**config.mk**
```make
export PLATFORM = sky130hd
export DESIGN_NAME = step_motor_drv
export DESIGN_NICKNAME = d
export VERILOG_FILES = /design/src/rtl/fscpu_pkg.sv /design/src/rtl/sync_2ff.sv /design/src/rtl/step_motor_drv.sv
export SDC_FILE = /design/constraint.sdc
export NUM_CORES = 1
export LEC_CHECK = 0
export BUFFER_PORTS_ARGS = -buffer_cell sky130_fd_sc_hd__buf_2
export CAP_MARGIN = 30
export CORE_UTILIZATION = 58
export DETAILED_ROUTE_END_ITERATION = 16
export HOLD_SLACK_MARGIN = 0.15
export PLACE_DENSITY = 0.87
export SYNTH_ARGS = -nofsm -noshare
export SYNTH_HDL_FRONTEND = slang
export SYNTH_SLANG_ARGS = --single-unit
export TNS_END_PERCENT = 30
```
**constraint.sdc**
```tcl
create_clock -name clk -period 5.4 [get_ports clk]
set_input_delay 0.81 -clock clk [delete_from_list [all_inputs] [get_ports clk]]
set_output_delay 0.81 -clock clk [all_outputs]
set_load 0.02 [all_outputs]
```
**src/rtl/fscpu_pkg.sv**
```systemverilog
// Shared definitions for the motor command interface responders:
// motion state encoding and default pulse timing constants.
package fscpu_pkg;

  typedef enum logic [1:0] {
    ST_IDLE   = 2'd0,
    ST_RUN    = 2'd1,
    ST_FINISH = 2'd2
  } motor_state_t;

  // Clock cycles the step output is held high for every step
  localparam int unsigned C_PULSE_HIGH_DEF = 16;
  // Shortest allowed step period; must stay above the high time
  localparam int unsigned C_MIN_PERIOD_DEF = 32;

endpackage

```
**src/rtl/sync_2ff.sv**
```systemverilog
// Two-flop synchronizer for asynchronous level inputs (limit switches,
// reset release). Output follows the input with two clock cycles of latency.
module sync_2ff #(
  parameter int unsigned WIDTH = 1
) (
  input  logic             clk,
  input  logic             rst_n,
  input  logic [WIDTH-1:0] d,
  output logic [WIDTH-1:0] q
);

  logic [WIDTH-1:0] meta_q;
  logic [WIDTH-1:0] meta_d;
  logic [WIDTH-1:0] sync_q;
  logic [WIDTH-1:0] sync_d;

  // Shift the raw input through the metastability and output stages
  always_comb begin
    meta_d = d;
    sync_d = meta_q;
  end

  // Synchronizer stages, cleared asynchronously
  always_ff @(posedge clk or negedge rst_n) begin
    if (!rst_n) begin
      meta_q <= '0;
      sync_q <= '0;
    end else begin
      meta_q <= meta_d;
      sync_q <= sync_d;
    end
  end

  assign q = sync_q;

endmodule

```
**src/rtl/step_motor_drv.sv**
```systemverilog
// Motor-side responder: turns start/stop/remain-modify commands into a
// step pulse train plus direction level, tracks position and limit
// switches, and reports motion status back to the controller.
module step_motor_drv
  import fscpu_pkg::*;
#(
  parameter int unsigned C_SPEED_DATA_WIDTH  = 32,
  parameter int unsigned C_STEP_NUMBER_WIDTH = 32,
  parameter int unsigned C_PULSE_HIGH        = C_PULSE_HIGH_DEF,
  parameter int unsigned C_MIN_PERIOD        = C_MIN_PERIOD_DEF
) (
  input  logic                           clk,
  input  logic                           resetn,
  input  logic                           ctl_sel,
  input  logic                           ctl_start,
  input  logic                           ctl_stop,
  input  logic [C_SPEED_DATA_WIDTH-1:0]  ctl_speed,
  input  logic [C_STEP_NUMBER_WIDTH-1:0] ctl_step,
  input  logic                           ctl_dir,
  input  logic                           ctl_mod_remain,
  input  logic [C_STEP_NUMBER_WIDTH-1:0] ctl_new_remain,
  output logic                           ctl_state,
  output logic [C_SPEED_DATA_WIDTH-1:0]  ctl_rt_speed,
  output logic [C_STEP_NUMBER_WIDTH-1:0] ctl_position,
  output logic                           ctl_zpsign,
  output logic                           ctl_tpsign,
  input  logic                           i_zpd,
  input  logic                           i_tpd,
  output logic                           o_drive,
  output logic                           o_dir
);

  localparam int unsigned SW = C_SPEED_DATA_WIDTH;
  localparam int unsigned NW = C_STEP_NUMBER_WIDTH;
  localparam logic [SW-1:0] MIN_PERIOD_W = SW'(C_MIN_PERIOD);
  localparam logic [SW-1:0] PULSE_HIGH_W = SW'(C_PULSE_HIGH);

  logic         rst_n;
  logic [1:0]   limit_sync;
  logic         zp_sync;
  logic         tp_sync;

  motor_state_t state_q, state_d;
  logic [SW-1:0] period_q, period_d;
  logic [SW-1:0] phase_q, phase_d;
  logic [NW-1:0] remain_q, remain_d;
  logic [NW-1:0] position_q, position_d;
  logic          unlimited_q, unlimited_d;
  logic          dir_q, dir_d;
  logic          drive_q, drive_d;

  logic          boundary;
  logic          pulse_end;
  logic          limit_hit;

  // Reset asserts immediately but releases only on a clock edge
  sync_2ff #(.WIDTH(1)) u_rst_sync (
    .clk   (clk),
    .rst_n (resetn),
    .d     (1'b1),
    .q     (rst_n)
  );

  sync_2ff #(.WIDTH(2)) u_limit_sync (
    .clk   (clk),
    .rst_n (rst_n),
    .d     ({i_tpd, i_zpd}),
    .q     (limit_sync)
  );

  assign zp_sync = limit_sync[0];
  assign tp_sync = limit_sync[1];

  // phase_q counts down the cycles left in the current step period; a
  // boundary is the cycle it has run out. The pulse ends once PULSE_HIGH
  // cycles of the period have elapsed.
  assign boundary  = (phase_q == '0);
  assign pulse_end = drive_q && (phase_q == period_q - PULSE_HIGH_W);
  assign limit_hit = dir_q ? tp_sync : zp_sync;

  // Next-state, step scheduling and position tracking
  always_comb begin
    state_d     = state_q;
    period_d    = period_q;
    phase_d     = phase_q;
    remain_d    = remain_q;
    unlimited_d = unlimited_q;
    dir_d       = dir_q;
    drive_d     = drive_q;
    position_d  = position_q;

    case (state_q)
      ST_IDLE: begin
        if (ctl_start && ctl_sel && !ctl_stop) begin
          state_d     = ST_RUN;
          period_d    = (ctl_speed < MIN_PERIOD_W) ? MIN_PERIOD_W : ctl_speed;
          remain_d    = ctl_step;
          unlimited_d = (ctl_step == '0);
          dir_d       = ctl_dir;
          phase_d     = '0;
          drive_d     = 1'b0;
        end
      end

      ST_RUN: begin
        if (!boundary) begin
          phase_d = phase_q - SW'(1);
        end
        if (pulse_end) begin
          drive_d = 1'b0;
        end
        if (ctl_stop) begin
          state_d = (drive_q && !pulse_end) ? ST_FINISH : ST_IDLE;
        end else if (boundary) begin
          if (limit_hit) begin
            state_d = ST_IDLE;
            if (!dir_q) begin
              position_d = '0;
            end
          end else if (!unlimited_q && remain_q == '0) begin
            state_d = ST_IDLE;
          end else begin
            drive_d    = 1'b1;
            phase_d    = period_q - SW'(1);
            position_d = dir_q ? position_q + NW'(1) : position_q - NW'(1);
            if (!unlimited_q) begin
              remain_d = remain_q - NW'(1);
            end
          end
        end
        if (ctl_mod_remain) begin
          remain_d    = ctl_new_remain;
          unlimited_d = 1'b0;
        end
      end

      ST_FINISH: begin
        if (!boundary) begin
          phase_d = phase_q - SW'(1);
        end
        if (pulse_end || !drive_q) begin
          drive_d = 1'b0;
          state_d = ST_IDLE;
        end
      end

      default: begin
        state_d = ST_IDLE;
        drive_d = 1'b0;
      end
    endcase
  end

  // Motion registers
  always_ff @(posedge clk or negedge rst_n) begin
    if (!rst_n) begin
      state_q     <= ST_IDLE;
      period_q    <= '0;
      phase_q     <= '0;
      remain_q    <= '0;
      unlimited_q <= 1'b0;
      dir_q       <= 1'b0;
      drive_q     <= 1'b0;
      position_q  <= '0;
    end else begin
      state_q     <= state_d;
      period_q    <= period_d;
      phase_q     <= phase_d;
      remain_q    <= remain_d;
      unlimited_q <= unlimited_d;
      dir_q       <= dir_d;
      drive_q     <= drive_d;
      position_q  <= position_d;
    end
  end

  assign ctl_state    = (state_q != ST_IDLE);
  assign ctl_rt_speed = (state_q != ST_IDLE) ? period_q : '0;
  assign ctl_position = position_q;
  assign ctl_zpsign   = zp_sync;
  assign ctl_tpsign   = tp_sync;
  assign o_drive      = drive_q;
  assign o_dir        = dir_q;

endmodule
```
==> results.json <==
{
  "timing.final.setup_violations": 0,
  "leakage_power_nw": 5.222,
  "pwr-share-comb": 0.613,
  "synth_top_cells_by_area": "dfrtp_1, o21ai_0, xnor2_1",
  "core_area_um2": 17480,
  "clock_power_share": 0.133,
  "setup_total_negative_slack_ps": 0,
  "seq_area_frac_synth": 0.3323,
  "synth_common_cells": "o21ai_0, dfrtp_1, nand2_1",
  "r2r.worst_path.cells": 12,
  "worst_setup_path_endpoint": "ctl_position[29]$_DFFE_PN0P_",
  "dominant_combinational_cell_family_by_area_after_synthesis": "simple AND/OR/NAND/NOR gates",
  "clock_latency_ps": 430,
  "critPathRequiredTime_ps": 5670,
  "route.met2.wl_mm": 12.89,
  "pwr_density_cell_nw_per_um2": 712.2,
  "area_taken_by_multi_input_logic_gates_um2": 6581,
  "root_buffer": "clkbuf_16",
  "synth-warning-count": 0,
  "clock_transition_time_at_the_flip_flop_clock_pins_of_the_worst_setup_and_hold_paths_ps": 60,
  "drv_cap": 0,
  "unrepaired_setup_endpoints_after_global_routing": "no",
  "synthesis.area_per_instance_um2": 8.217,
  "synth-compound-area-share": 0.2052,
  "synth_edf_count": 0,
  "placement.setup.worst_slack_ps": 1594,
  "yosys.area.top_type_share": 0.3323,
  "cts_tree": "built",
  "cts_hold_buffers": 1,
  "synth_area_in_adders": 0.04733,
  "final_nets": 1543,
  "worst_r2r_endpoint": "ctl_position[29]$_DFFE_PN0P_",
  "total_switching_power_w": 0.004201,
  "switching_share": 0.4911,
  "post_synth_instance_area_um2": 10470,
  "syn-instance-count": 1274,
  "via_count": 10166,
  "met3WireLength_mm": 1.911,
  "critPathLaunchType": "flip-flop",
  "post_cts_resized": 0,
  "max_root_sink_buffers": 2,
  "ys_seq_elements": 139,
  "drtAntennaViolNets": 0,
  "wl_mm": 27.82,
  "routed_metal_1_wire_length_mm": 11.99,
  "syn_nets": 1418,
  "synthMuxAreaShare": 0.04291,
  "outcome": "complete, no violations",
  "areaGrowthSynthToFinish_pct": 14.72,
  "hpwlAfterDp_mm": 20.19,
  "synth_xor_xnor_area_share": 0.09788,
  "htree_num_levels": 4,
  "number_of_antenna_violations_at_the_first_check_in_global_routing": 0,
  "final_layout_size_suffix_gt1_frac": 0.1933,
  "wire_length_of_the_first_global_routing_pass_mm": 45.05,
  "timing.slew.headroom": 0.2902,
  "design.die.area_um2": 18590,
  "number_of_clock_buffers_inserted_by_tritoncts": 17,
  "design_power_total_w": 0.008553,
  "numClockSinks": 139,
  "synth.lib_cells_used.distinct": 74,
  "highest-signal-layer": "met4",
  "cp_data_arrival_time_ps": 4190,
  "first_pass_iters": 5,
  "die_outline_height_um": 136.4,
  "post-synth-top-count-cell": "o21ai_0",
  "yosys.area.top_type": "dfrtp_1",
  "remaining_drc_errors": 0,
  "crit_type": "reg -> reg",
  "wirelength_per_cell_um": 16.99,
  "grt_max_degree": 66,
  "gr-total-overflow": 0,
  "crit_path_max_fanout": 22,
  "fmax_mhz": 255.0,
  "placedCellCount": 1604,
  "async_flop_share": 1.000,
  "fin_skew_ps": 7.366,
  "ff2ff_setup_slack_ps": 1480,
  "critical_path.reg2reg.startpoint": "o_dir$_DFFE_PN0P_",
  "last_weighted_congestion_value_of_the_routability_driven_placer": 0.9331,
  "crit_path_end_kind": "flip-flop",
  "die-width_um": 136.4,
  "track_usage": 0.3061,
  "via_per_inst": 6.210,
  "layout.filler_cells": 1364,
  "p_seq_frac": 0.254,
  "power_report.internal_total_w": 0.004353,
  "vdd.ir_drop.worst_mv": 0.4618,
  "fp-row-count": 48,
  "io-pin-count": 174,
  "maxSlewViolCount": 0,
  "timing.critical_path.from": "o_dir$_DFFE_PN0P_",
  "min_period_ps": 3921,
  "portBuffers": 173,
  "setup_slack_ps": 1479,
  "max_slew.worst_pin.slew_ps": 1065,
  "register_area_um2": 3482,
  "timing.final.crit_share": 0.7262,
  "drt-initial-drc-count": 981,
  "antenna-diode-count": 0,
  "initial_utilization": 0.5990,
  "first_global_vias": 9299,
  "final_cell_count_no_fill": 1637,
  "synthFlopType": "dfrtp_1",
  "synth-simple-area-share": 0.2347,
  "report.final.hold_viol_count": 0,
  "cts_post_setup_buffers_inserted": 0,
  "hold_path_class": "reg -> async"
}
==> worst min-delay path by stage <==
stage	start	end	cells past startpoint
floorplan	u_limit_sync.meta_q[0]$_DFF_PN0_	u_limit_sync.q[0]$_DFF_PN0_	0
global placement	u_rst_sync.meta_q$_DFF_PN0_	u_rst_sync.q$_DFF_PN0_	0
detailed placement	u_rst_sync.q$_DFF_PN0_	period_q[3]$_DFFE_PN0P_	0
CTS	u_rst_sync.q$_DFF_PN0_	period_q[3]$_DFFE_PN0P_	0
global route	u_rst_sync.meta_q$_DFF_PN0_	u_rst_sync.q$_DFF_PN0_	0
finish	u_rst_sync.q$_DFF_PN0_	period_q[3]$_DFFE_PN0P_	0
==> cell type report <==
class | instances | share of cell area
Multi-Input combinational cell | 1032 | 0.5480
Timing Repair Buffer | 187 | 0.08438
Sequential cell | 139 | 0.2899
Clock buffer | 26 | 0.04240
Clock inverter | 6 | 0.005001
Tap cell | 225 | 0.02344
Inverter | 22 | 0.006876
==> critical path, stage by stage (launching register included) <==
cell and delay [ps]:
dfrtp_1 440, inv_1 590, ha_1 410, a21o_1 220, a221oi_1 530, nor4b_1 130, o31ai_1 330, o311ai_1 210
a41oi_1 380, o21bai_1 110, a21oi_1 180, xor2_1 150, o21ai_0 90
==> sequential cells by signal, summed over array words and instances (netlist names), 2 cells and up <==
name,flops
phase_q,32
remain_q,32
period_q,32
ctl_position,32
u_limit_sync.q,2
u_limit_sync.meta_q,2
state_q,2
==> cell families after synthesis <==
family	Yosys count
mux	41
flops	139
other cells	1
buf+inv	103
simple gates	473
fa+ha+maj	39
xor+xnor	117
compound gates	361
==> power groups by stage <==
stage,registers [W],clock network [W],logic (W)
after global routing,0.00224,0.00120,0.00577
after detailed placement,0.00216,0,0.00512
after CTS,0.00215,0.00115,0.00518
final,0.00217,0.00114,0.00524
after global placement,0.00215,0,0.00493
after floorplan,0.00203,0,0.00402
==> per-layer routing <==
metal | up-vias | track usage
met5 | - | 0
met4 | 0 | 0.1574
met3 | 75 | 0.05295
met2 | 422 | 0.4772
met1 | 4820 | 0.4067
li1 | 4849 | -
==> per-stage QoR <==
step	instance area, um^2	hold slack (ps)	utilization
after CTS	12010	350.3	0.6872
after detailed placement	11430	338.0	0.6541
after global placement	11370	334.0	0.6505
after global routing	12010	354.8	0.6872
after floorplan	10470	331.2	-
final	12010	331.2	0.6872
==> cells in the final DEF (no fill, tap or decap), drive strengths merged, types with 33 or more instances in the layout <==
master | Yosys | routed
a21oi | 73 | 73
nor3 | 53 | 53
nor2 | 101 | 101
nor4 | 45 | 45
buf | 17 | 186
o21ai | 179 | 179
ha | 38 | 38
xor2 | 40 | 40
xnor2 | 77 | 77
nor2b | 33 | 33
nand2 | 121 | 121
dfrtp | 139 | 139
(Power assumes the default switching activity.)
